$ cat config.mk
export PLATFORM = sky130hd
export DESIGN_NAME = reset_pulse_gen_flat
export DESIGN_NICKNAME = d
export VERILOG_FILES = /design/src/rtl/reset_pulse_gen_pkg.sv /design/src/rtl/reset_pulse_gen_if.sv /design/src/rtl/reset_pulse_gen_debounce.sv /design/src/rtl/reset_pulse_gen.sv /design/src/flat_wrapper.sv
export SDC_FILE = /design/constraint.sdc
export NUM_CORES = 1
export LEC_CHECK = 0
export CAP_MARGIN = 20
export CORE_MARGIN = 5
export CORE_UTILIZATION = 55
export DETAILED_ROUTE_END_ITERATION = 8
export PLACE_DENSITY = 0.78
export SYNTH_ARGS = -nofsm -noshare
export SYNTH_HDL_FRONTEND = slang
export SYNTH_SLANG_ARGS = --single-unit
$ cat constraint.sdc
create_clock -name CLK_I -period 2 [get_ports CLK_I]
set_input_delay 0.3 -clock CLK_I [delete_from_list [all_inputs] [get_ports CLK_I]]
set_output_delay 0.3 -clock CLK_I [all_outputs]
set_load 0.005 [all_outputs]
$ cat src/rtl/reset_pulse_gen_pkg.sv
// Shared types and constants for the board-level reset request generator.
package reset_pulse_gen_pkg;

  typedef enum logic [1:0] {
    IDLE    = 2'd0,
    ASSERT  = 2'd1,
    HOLDOFF = 2'd2
  } state_e;

  localparam logic [1:0] CAUSE_POR = 2'b00;
  localparam logic [1:0] CAUSE_BTN = 2'b01;
  localparam logic [1:0] CAUSE_SW  = 2'b10;
  localparam logic [1:0] CAUSE_WDT = 2'b11;

  localparam int RST_CNT_W = 8;

  function automatic logic [RST_CNT_W-1:0] sat_inc(input logic [RST_CNT_W-1:0] v);
    return (&v) ? v : v + 1'b1;
  endfunction

endpackage

$ cat src/rtl/reset_pulse_gen_if.sv
// Request inputs and status outputs of reset_pulse_gen, grouped as one bundle.
interface reset_pulse_gen_if;
  import reset_pulse_gen_pkg::*;

  logic                 BTN_I;
  logic                 SW_REQ_I;
  logic                 WDT_KICK_I;
  logic                 RST_O;
  logic                 BUSY_O;
  logic [1:0]           CAUSE_O;
  logic [RST_CNT_W-1:0] RST_CNT_O;

  modport master (
    output BTN_I, SW_REQ_I, WDT_KICK_I,
    input  RST_O, BUSY_O, CAUSE_O, RST_CNT_O
  );

  modport slave (
    input  BTN_I, SW_REQ_I, WDT_KICK_I,
    output RST_O, BUSY_O, CAUSE_O, RST_CNT_O
  );

endinterface

$ cat src/rtl/reset_pulse_gen_debounce.sv
// Push-button conditioner: 2-flop synchroniser, stability counter, and a
// one-cycle pulse on each accepted 0->1 change of the debounced level.
module rst_debounce #(
  parameter int DEBOUNCE_LEN = 1024
) (
  input  logic CLK_I,
  input  logic RSTN_I,
  input  logic raw_i,
  output logic level_o,
  output logic rise_o
);

  localparam int DB_W = (DEBOUNCE_LEN > 1) ? $clog2(DEBOUNCE_LEN) : 1;
  localparam logic [DB_W-1:0] DB_LAST = DB_W'(DEBOUNCE_LEN - 1);

  logic [1:0]      sync_q;
  logic            btn_s;
  logic            level_q, level_d;
  logic            rise_q, rise_d;
  logic [DB_W-1:0] cnt_q, cnt_d;

  assign btn_s = sync_q[1];

  // The counter only advances while the synchronised input disagrees with the
  // accepted level, so any bounce back clears it.
  always_comb begin
    // NOTE: every output of a combinational block gets a default first; a path
    // that leaves one unassigned would infer a latch.
    level_d = level_q;
    rise_d  = 1'b0;
    cnt_d   = '0;
    if (btn_s != level_q) begin
      if (cnt_q == DB_LAST) begin
        level_d = btn_s;
        rise_d  = btn_s;
      end else begin
        cnt_d = cnt_q + 1'b1;
      end
    end
  end

  always_ff @(posedge CLK_I or negedge RSTN_I) begin
    if (!RSTN_I) begin
      sync_q  <= '0;
      level_q <= 1'b0;
      rise_q  <= 1'b0;
      cnt_q   <= '0;
    end else begin
      // NOTE: sequential state uses non-blocking assignments so every flop
      // samples pre-edge values, independent of statement order.
      sync_q  <= {sync_q[0], raw_i};
      level_q <= level_d;
      rise_q  <= rise_d;
      cnt_q   <= cnt_d;
    end
  end

  assign level_o = level_q;
  assign rise_o  = rise_q;

endmodule

$ cat src/rtl/reset_pulse_gen.sv
// Board-level reset request generator: fixed-width RST_O pulse plus hold-off,
// with cause and event count. Watchdog source enabled by RESET_PULSE_GEN_WATCHDOG_EN.
module reset_pulse_gen
  import reset_pulse_gen_pkg::*;
#(
  parameter int PULSE_LEN    = 16,
  parameter int HOLDOFF_LEN  = 64,
  parameter int DEBOUNCE_LEN = 1024,
  parameter int WDT_TIMEOUT  = 65536
) (
  input  logic             CLK_I,
  input  logic             RSTN_I,
  reset_pulse_gen_if.slave bus
);

  localparam int CNT_LEN = (PULSE_LEN > HOLDOFF_LEN) ? PULSE_LEN : HOLDOFF_LEN;
  localparam int CNT_W   = (CNT_LEN > 1) ? $clog2(CNT_LEN) : 1;
  localparam logic [CNT_W-1:0] PULSE_LAST = CNT_W'(PULSE_LEN - 1);
  localparam logic [CNT_W-1:0] HOLD_LAST  = CNT_W'(HOLDOFF_LEN - 1);

  state_e               state_q, state_d;
  logic [CNT_W-1:0]     cnt_q, cnt_d;
  logic [1:0]           cause_q, cause_d;
  logic [RST_CNT_W-1:0] rst_cnt_q, rst_cnt_d;
  logic                 rst_q, rst_d;
  logic                 busy_q, busy_d;

  logic                 btn_level;
  logic                 btn_rise;
  logic                 wdt_req;
  logic                 req_any;
  logic [1:0]           req_cause;

  rst_debounce #(
    .DEBOUNCE_LEN(DEBOUNCE_LEN)
  ) u_debounce (
    .CLK_I  (CLK_I),
    .RSTN_I (RSTN_I),
    .raw_i  (bus.BTN_I),
    .level_o(btn_level),
    .rise_o (btn_rise)
  );

`ifdef RESET_PULSE_GEN_WATCHDOG_EN
  localparam int WDT_W = (WDT_TIMEOUT > 1) ? $clog2(WDT_TIMEOUT) : 1;
  localparam logic [WDT_W-1:0] WDT_LAST = WDT_W'(WDT_TIMEOUT - 1);

  logic [WDT_W-1:0] wdt_q, wdt_d;

  // A kick on the terminal-count cycle takes precedence over the timeout.
  always_comb begin
    wdt_d   = wdt_q + 1'b1;
    wdt_req = 1'b0;
    if (state_q != IDLE || bus.WDT_KICK_I) begin
      wdt_d = '0;
    end else if (wdt_q == WDT_LAST) begin
      wdt_d   = '0;
      wdt_req = 1'b1;
    end
  end

  always_ff @(posedge CLK_I or negedge RSTN_I) begin
    if (!RSTN_I) wdt_q <= '0;
    else         wdt_q <= wdt_d;
  end
`else
  logic unused_wdt_kick;
  assign unused_wdt_kick = bus.WDT_KICK_I;
  assign wdt_req         = 1'b0;
`endif

  logic unused_btn_level;
  assign unused_btn_level = btn_level;

  assign req_any = wdt_req | btn_rise | bus.SW_REQ_I;

  always_comb begin
    if (wdt_req)       req_cause = CAUSE_WDT;
    else if (btn_rise) req_cause = CAUSE_BTN;
    else               req_cause = CAUSE_SW;
  end

  // Requests are only looked at in IDLE; elsewhere they fall on the floor.
  always_comb begin
    state_d   = state_q;
    cnt_d     = cnt_q;
    cause_d   = cause_q;
    rst_cnt_d = rst_cnt_q;
    unique case (state_q)
      IDLE: begin
        cnt_d = '0;
        if (req_any) begin
          state_d   = ASSERT;
          cause_d   = req_cause;
          rst_cnt_d = sat_inc(rst_cnt_q);
        end
      end
      ASSERT: begin
        if (cnt_q == PULSE_LAST) begin
          state_d = HOLDOFF;
          cnt_d   = '0;
        end else begin
          cnt_d = cnt_q + 1'b1;
        end
      end
      HOLDOFF: begin
        if (cnt_q == HOLD_LAST) begin
          state_d = IDLE;
          cnt_d   = '0;
        end else begin
          cnt_d = cnt_q + 1'b1;
        end
      end
      default: begin
        state_d = ASSERT;
        cnt_d   = '0;
      end
    endcase
  end

  // Outputs are registered from the next state so RST_O rises on the same
  // edge that accepts the request.
  assign rst_d  = (state_d == ASSERT);
  assign busy_d = (state_d != IDLE);

  always_ff @(posedge CLK_I or negedge RSTN_I) begin
    if (!RSTN_I) begin
      state_q   <= ASSERT;
      cnt_q     <= '0;
      cause_q   <= CAUSE_POR;
      rst_cnt_q <= '0;
      rst_q     <= 1'b1;
      busy_q    <= 1'b1;
    end else begin
      state_q   <= state_d;
      cnt_q     <= cnt_d;
      cause_q   <= cause_d;
      rst_cnt_q <= rst_cnt_d;
      rst_q     <= rst_d;
      busy_q    <= busy_d;
    end
  end

  assign bus.RST_O     = rst_q;
  assign bus.BUSY_O    = busy_q;
  assign bus.CAUSE_O   = cause_q;
  assign bus.RST_CNT_O = rst_cnt_q;

endmodule

$ cat src/flat_wrapper.sv
// flat-port wrapper written by rule: the top's interface ports become plain ports
module reset_pulse_gen_flat import reset_pulse_gen_pkg::*;
#(
  parameter int PULSE_LEN    = 16,
  parameter int HOLDOFF_LEN  = 64,
  parameter int DEBOUNCE_LEN = 1024,
  parameter int WDT_TIMEOUT  = 65536
)
  (CLK_I, RSTN_I, bus_BTN_I, bus_SW_REQ_I, bus_WDT_KICK_I, bus_RST_O, bus_BUSY_O, bus_CAUSE_O, bus_RST_CNT_O);
  reset_pulse_gen_if bus_i ();
  input  logic CLK_I;
  input  logic RSTN_I;
  input wire logic [$bits(bus_i.BTN_I)-1:0] bus_BTN_I;
  input wire logic [$bits(bus_i.SW_REQ_I)-1:0] bus_SW_REQ_I;
  input wire logic [$bits(bus_i.WDT_KICK_I)-1:0] bus_WDT_KICK_I;
  output wire logic [$bits(bus_i.RST_O)-1:0] bus_RST_O;
  output wire logic [$bits(bus_i.BUSY_O)-1:0] bus_BUSY_O;
  output wire logic [$bits(bus_i.CAUSE_O)-1:0] bus_CAUSE_O;
  output wire logic [$bits(bus_i.RST_CNT_O)-1:0] bus_RST_CNT_O;
  assign bus_i.BTN_I = bus_BTN_I;
  assign bus_i.SW_REQ_I = bus_SW_REQ_I;
  assign bus_i.WDT_KICK_I = bus_WDT_KICK_I;
  assign bus_RST_O = bus_i.RST_O;
  assign bus_BUSY_O = bus_i.BUSY_O;
  assign bus_CAUSE_O = bus_i.CAUSE_O;
  assign bus_RST_CNT_O = bus_i.RST_CNT_O;
  reset_pulse_gen #(.PULSE_LEN(PULSE_LEN), .HOLDOFF_LEN(HOLDOFF_LEN), .DEBOUNCE_LEN(DEBOUNCE_LEN), .WDT_TIMEOUT(WDT_TIMEOUT)) u_core (.CLK_I(CLK_I), .RSTN_I(RSTN_I), .bus(bus_i));
endmodule
==> metrics.md <==
| Metric | Value |
|---|---|
| Placed instance area | 1757 µm² |
| Vias | 1070 |
| Row cnt | 19 |
| Dpl ws | 0.2457 ns |
| PD cells | 746.1 nW/µm² |
| Vias/cell | 5.544 |
| Worst slew margin | 71.61% |
| Clock network fraction of total power | approximately 47% |
| Setup Skew | around 0.017 ns |
| Core footprint | between 2000 and 3000 µm² |
| Clock insertion delay at the later pin of the skew report | between 0.3 and 0.4 ns |
| PortBufs | 15 |
| Most frequent cells in the layout | 31 x dfrtp_1, 20 x nor2_1, 15 x clkdlybuf4s50_1 |
| Clk buf depth | 2 |
| Commonest non-fill, non-tap cell in the layout | dfrtp_1 |
| CP startpoint kind | register |
| Fillers | between 150 and 200 |
| Setup bufs post-CTS | 0 |
| Nets | roughly 170 |
| Htree depth | 2 |
| Post-Syn Nets | 151 |
| Ranking of synthesized cells by area | dfrtp_1 50%, xnor2_1 6.7%, ha_1 5.6% |
| Final period util | 87.46% |
| Hold Fails Final Rpt | 0 |
| Max Slew Vio Count | 0 |
| Total Wirelength | between 2 and 3 mm |
| Total negative slack | 0 ns |
| DR DRC count | 0 |
| Syn_area_per_cell | 11.26 µm² |
| GP Congestion | 0.8221 |
| Leak Pwr | 0.0008348 µW |
| First-pass GRT wire length | about 4.8 mm |
| CTS root buf | clkbuf_4 |
| Cell area after layout | 1868 µm² |
| Layout cells sized above 1 | about an eighth |
| Total CTS buffers | 5 |
| Vias in the first global route | between 1k and 1.5k |
| Hold crit path type | in2async |
| Post-synth top area cell | dfrtp_1 |
| NetSw | 263.1 µW |
| Area Growth Syn to Fin | 19.34% |
| Worst EP required | ~2.2 ns |
| Status | finished, final reports clean |
| Drt pass-1 iters | 4 |
| Final min period | 1.749 ns |
| WL/cell | 13.81 µm |
| Crit. End Element | register |
| CTS tree | done |
| Setup ws final | 0.2509 ns |
| Max Fclk | between 500 and 600 MHz |
| Die X | 63.35 µm |
| Final setup vio count | 0 |
| Die Height | 63.35 µm |
| Yosys reg bits | 34 |
| RSZ-0062 raised after global routing | no |
| Post-DP HPWL | 1.904 mm |
| FF-to-FF Start | u_core.state_q[1] |
| Worst slew pin tran | 0.4226 ns |
| Routed Antenna Nets | 0 |
| Initial antenna violation count | 0 |
| CTS Hold Bufs | 0 |
| Post-CTS Resized | 0 |
| Die area | 4013 µm² |
| Total global-route track usage | 15.44% |
| Ys Warns | 0 |
| Cells after Synth | 139 |
| Initial Utilization | 57.25% |
| CP arrival | roughly 2.0 ns |
| Clock sink count | 34 |
| # Max-Cap Violations | 0 |
| Reg2reg setup slack | 0.25 ns |
| Gate power share | 2.5% |
| Seq pwr share | between 50 and 60% |
| Clock transition at path regs | roughly 0.11 ns |
| Reg2Reg Depth | 5 |
| Num ports | 17 |
| Internal Power | 1131 µW |
| DR iter-0 viols | 50 |
| GRT overflow | 0 |
| Largest net degree at the start of global routing | 35 |
| Reg-to-Reg End | u_core.bus.RST_CNT_O[1] |
| Post-Syn Area | 1565 µm² |
| Critical-path maximum fanout | 6 |
| Seq/Total Area, Yosys | 54.60% |
| Area share of the largest cell type after synthesis | 49.56% |
| Switching part of the total | 18.88% |
| Hold slack | about 0.34 ns |
| Antenna Cells | 0 |
| Count of cell types in the netlist | 31 |
| Worst vdd ir | 788.1 µV |
| Setup CP Type | reg2reg |
per-stage QoR:
step                      instances  util [%]  power [µW]
after floorplan                 139         -       725.8
after global placement          185     64.26       747.8
after detailed placement        185     64.26       750.2
after CTS                       193     68.33        1414
after global routing            193     68.33        1463
final                           193     68.33        1394
critical path, stage by stage, from the launching register on:
cell     delay, ns
dfrtp_1       0.43
inv_1         0.12
ha_1          0.25
o21ai_2       0.14
a41oi_2       0.34
mux2_2        0.37
cell type report:
| type | count | area (µm²) | area share, % |
|---|---|---|---|
| clock buffers | 6 | 51.30 | 2.746 |
| well taps | 31 | 38.79 | 2.076 |
| inverters | 5 | 18.77 | 1.005 |
| flip-flops and latches | 34 | 854.6 | 45.75 |
| repair buffers | 16 | 157.7 | 8.439 |
| clock inverters | 2 | 60.06 | 3.215 |
| multi-input cells | 99 | 686.9 | 36.77 |
power by group through the flow:
stage	sequential (µW)	combinational (µW)	clock, µW
2_1_floorplan	712	13.4	0
3_3_place_gp	713	34.8	0
3_5_place_dp	713	36.9	0
4_1_cts	700	36.8	677
5_1_grt	702	41.3	720
6_report	700	35.3	658
cells in the mapped netlist, drive strengths merged:
master	count
xnor2	12
inv	5
o31a	2
and4	2
nor3	3
nand3	9
a21oi	1
ha	7
xor2	6
nand2	12
o21ai	5
nand4	4
nand2b	2
o211a	1
mux2	2
o21a	2
a31oi	1
a2111oi	1
and3	2
dfstp	3
buf	1
nor2	20
o41ai	1
nor2b	1
a41oi	2
dfrtp	31
nor3b	1
how the worst max path moves through the flow:
stage / from / endpoint
after global routing: u_core.state_q[1] / u_core.bus.RST_CNT_O[7]
after detailed placement: bus_SW_REQ_I / u_core.bus.RST_CNT_O[1]
after global placement: bus_SW_REQ_I / u_core.bus.RST_CNT_O[1]
final: u_core.state_q[1] / u_core.bus.RST_CNT_O[1]
after floorplan: u_core.state_q[1] / u_core.bus.RST_CNT_O[1]
after CTS: u_core.state_q[1] / u_core.bus.RST_CNT_O[1]
sequential cells by signal, summed over array words and instances (netlist names):
name / flops
u_core.bus.RST_O: 1
u_core.bus.RST_CNT_O: 8
u_core.state_q: 2
u_core.u_debounce.cnt_q: 10
u_core.bus.CAUSE_O: 2
u_core.u_debounce.level_o: 1
u_core.bus.BUSY_O: 1
u_core.u_debounce.sync_q: 2
u_core.u_debounce.rise_o: 1
u_core.cnt_q: 6
layer usage:
metal | vias up | GRT usage, % | share of wire, %
met5 | - | 0 | 0
met4 | 0 | 7.013 | 2.3
met3 | 8 | 6.750 | 6.3
met2 | 30 | 24.87 | 49
met1 | 513 | 17.53 | 43
li1 | 519 | - | -
kinds of logic after synthesis:
group / share of synthesized area (%)
and+or+nand+nor: 17.03
buffers and inverters: 1.519
DFF: 54.60
AOI/OAI and AO/OA: 9.753
muxes: 1.439
xor gates and xnor gates: 10.07
adders and majority gates: 5.595
Note: power is estimated with default switching activity, not from simulation.
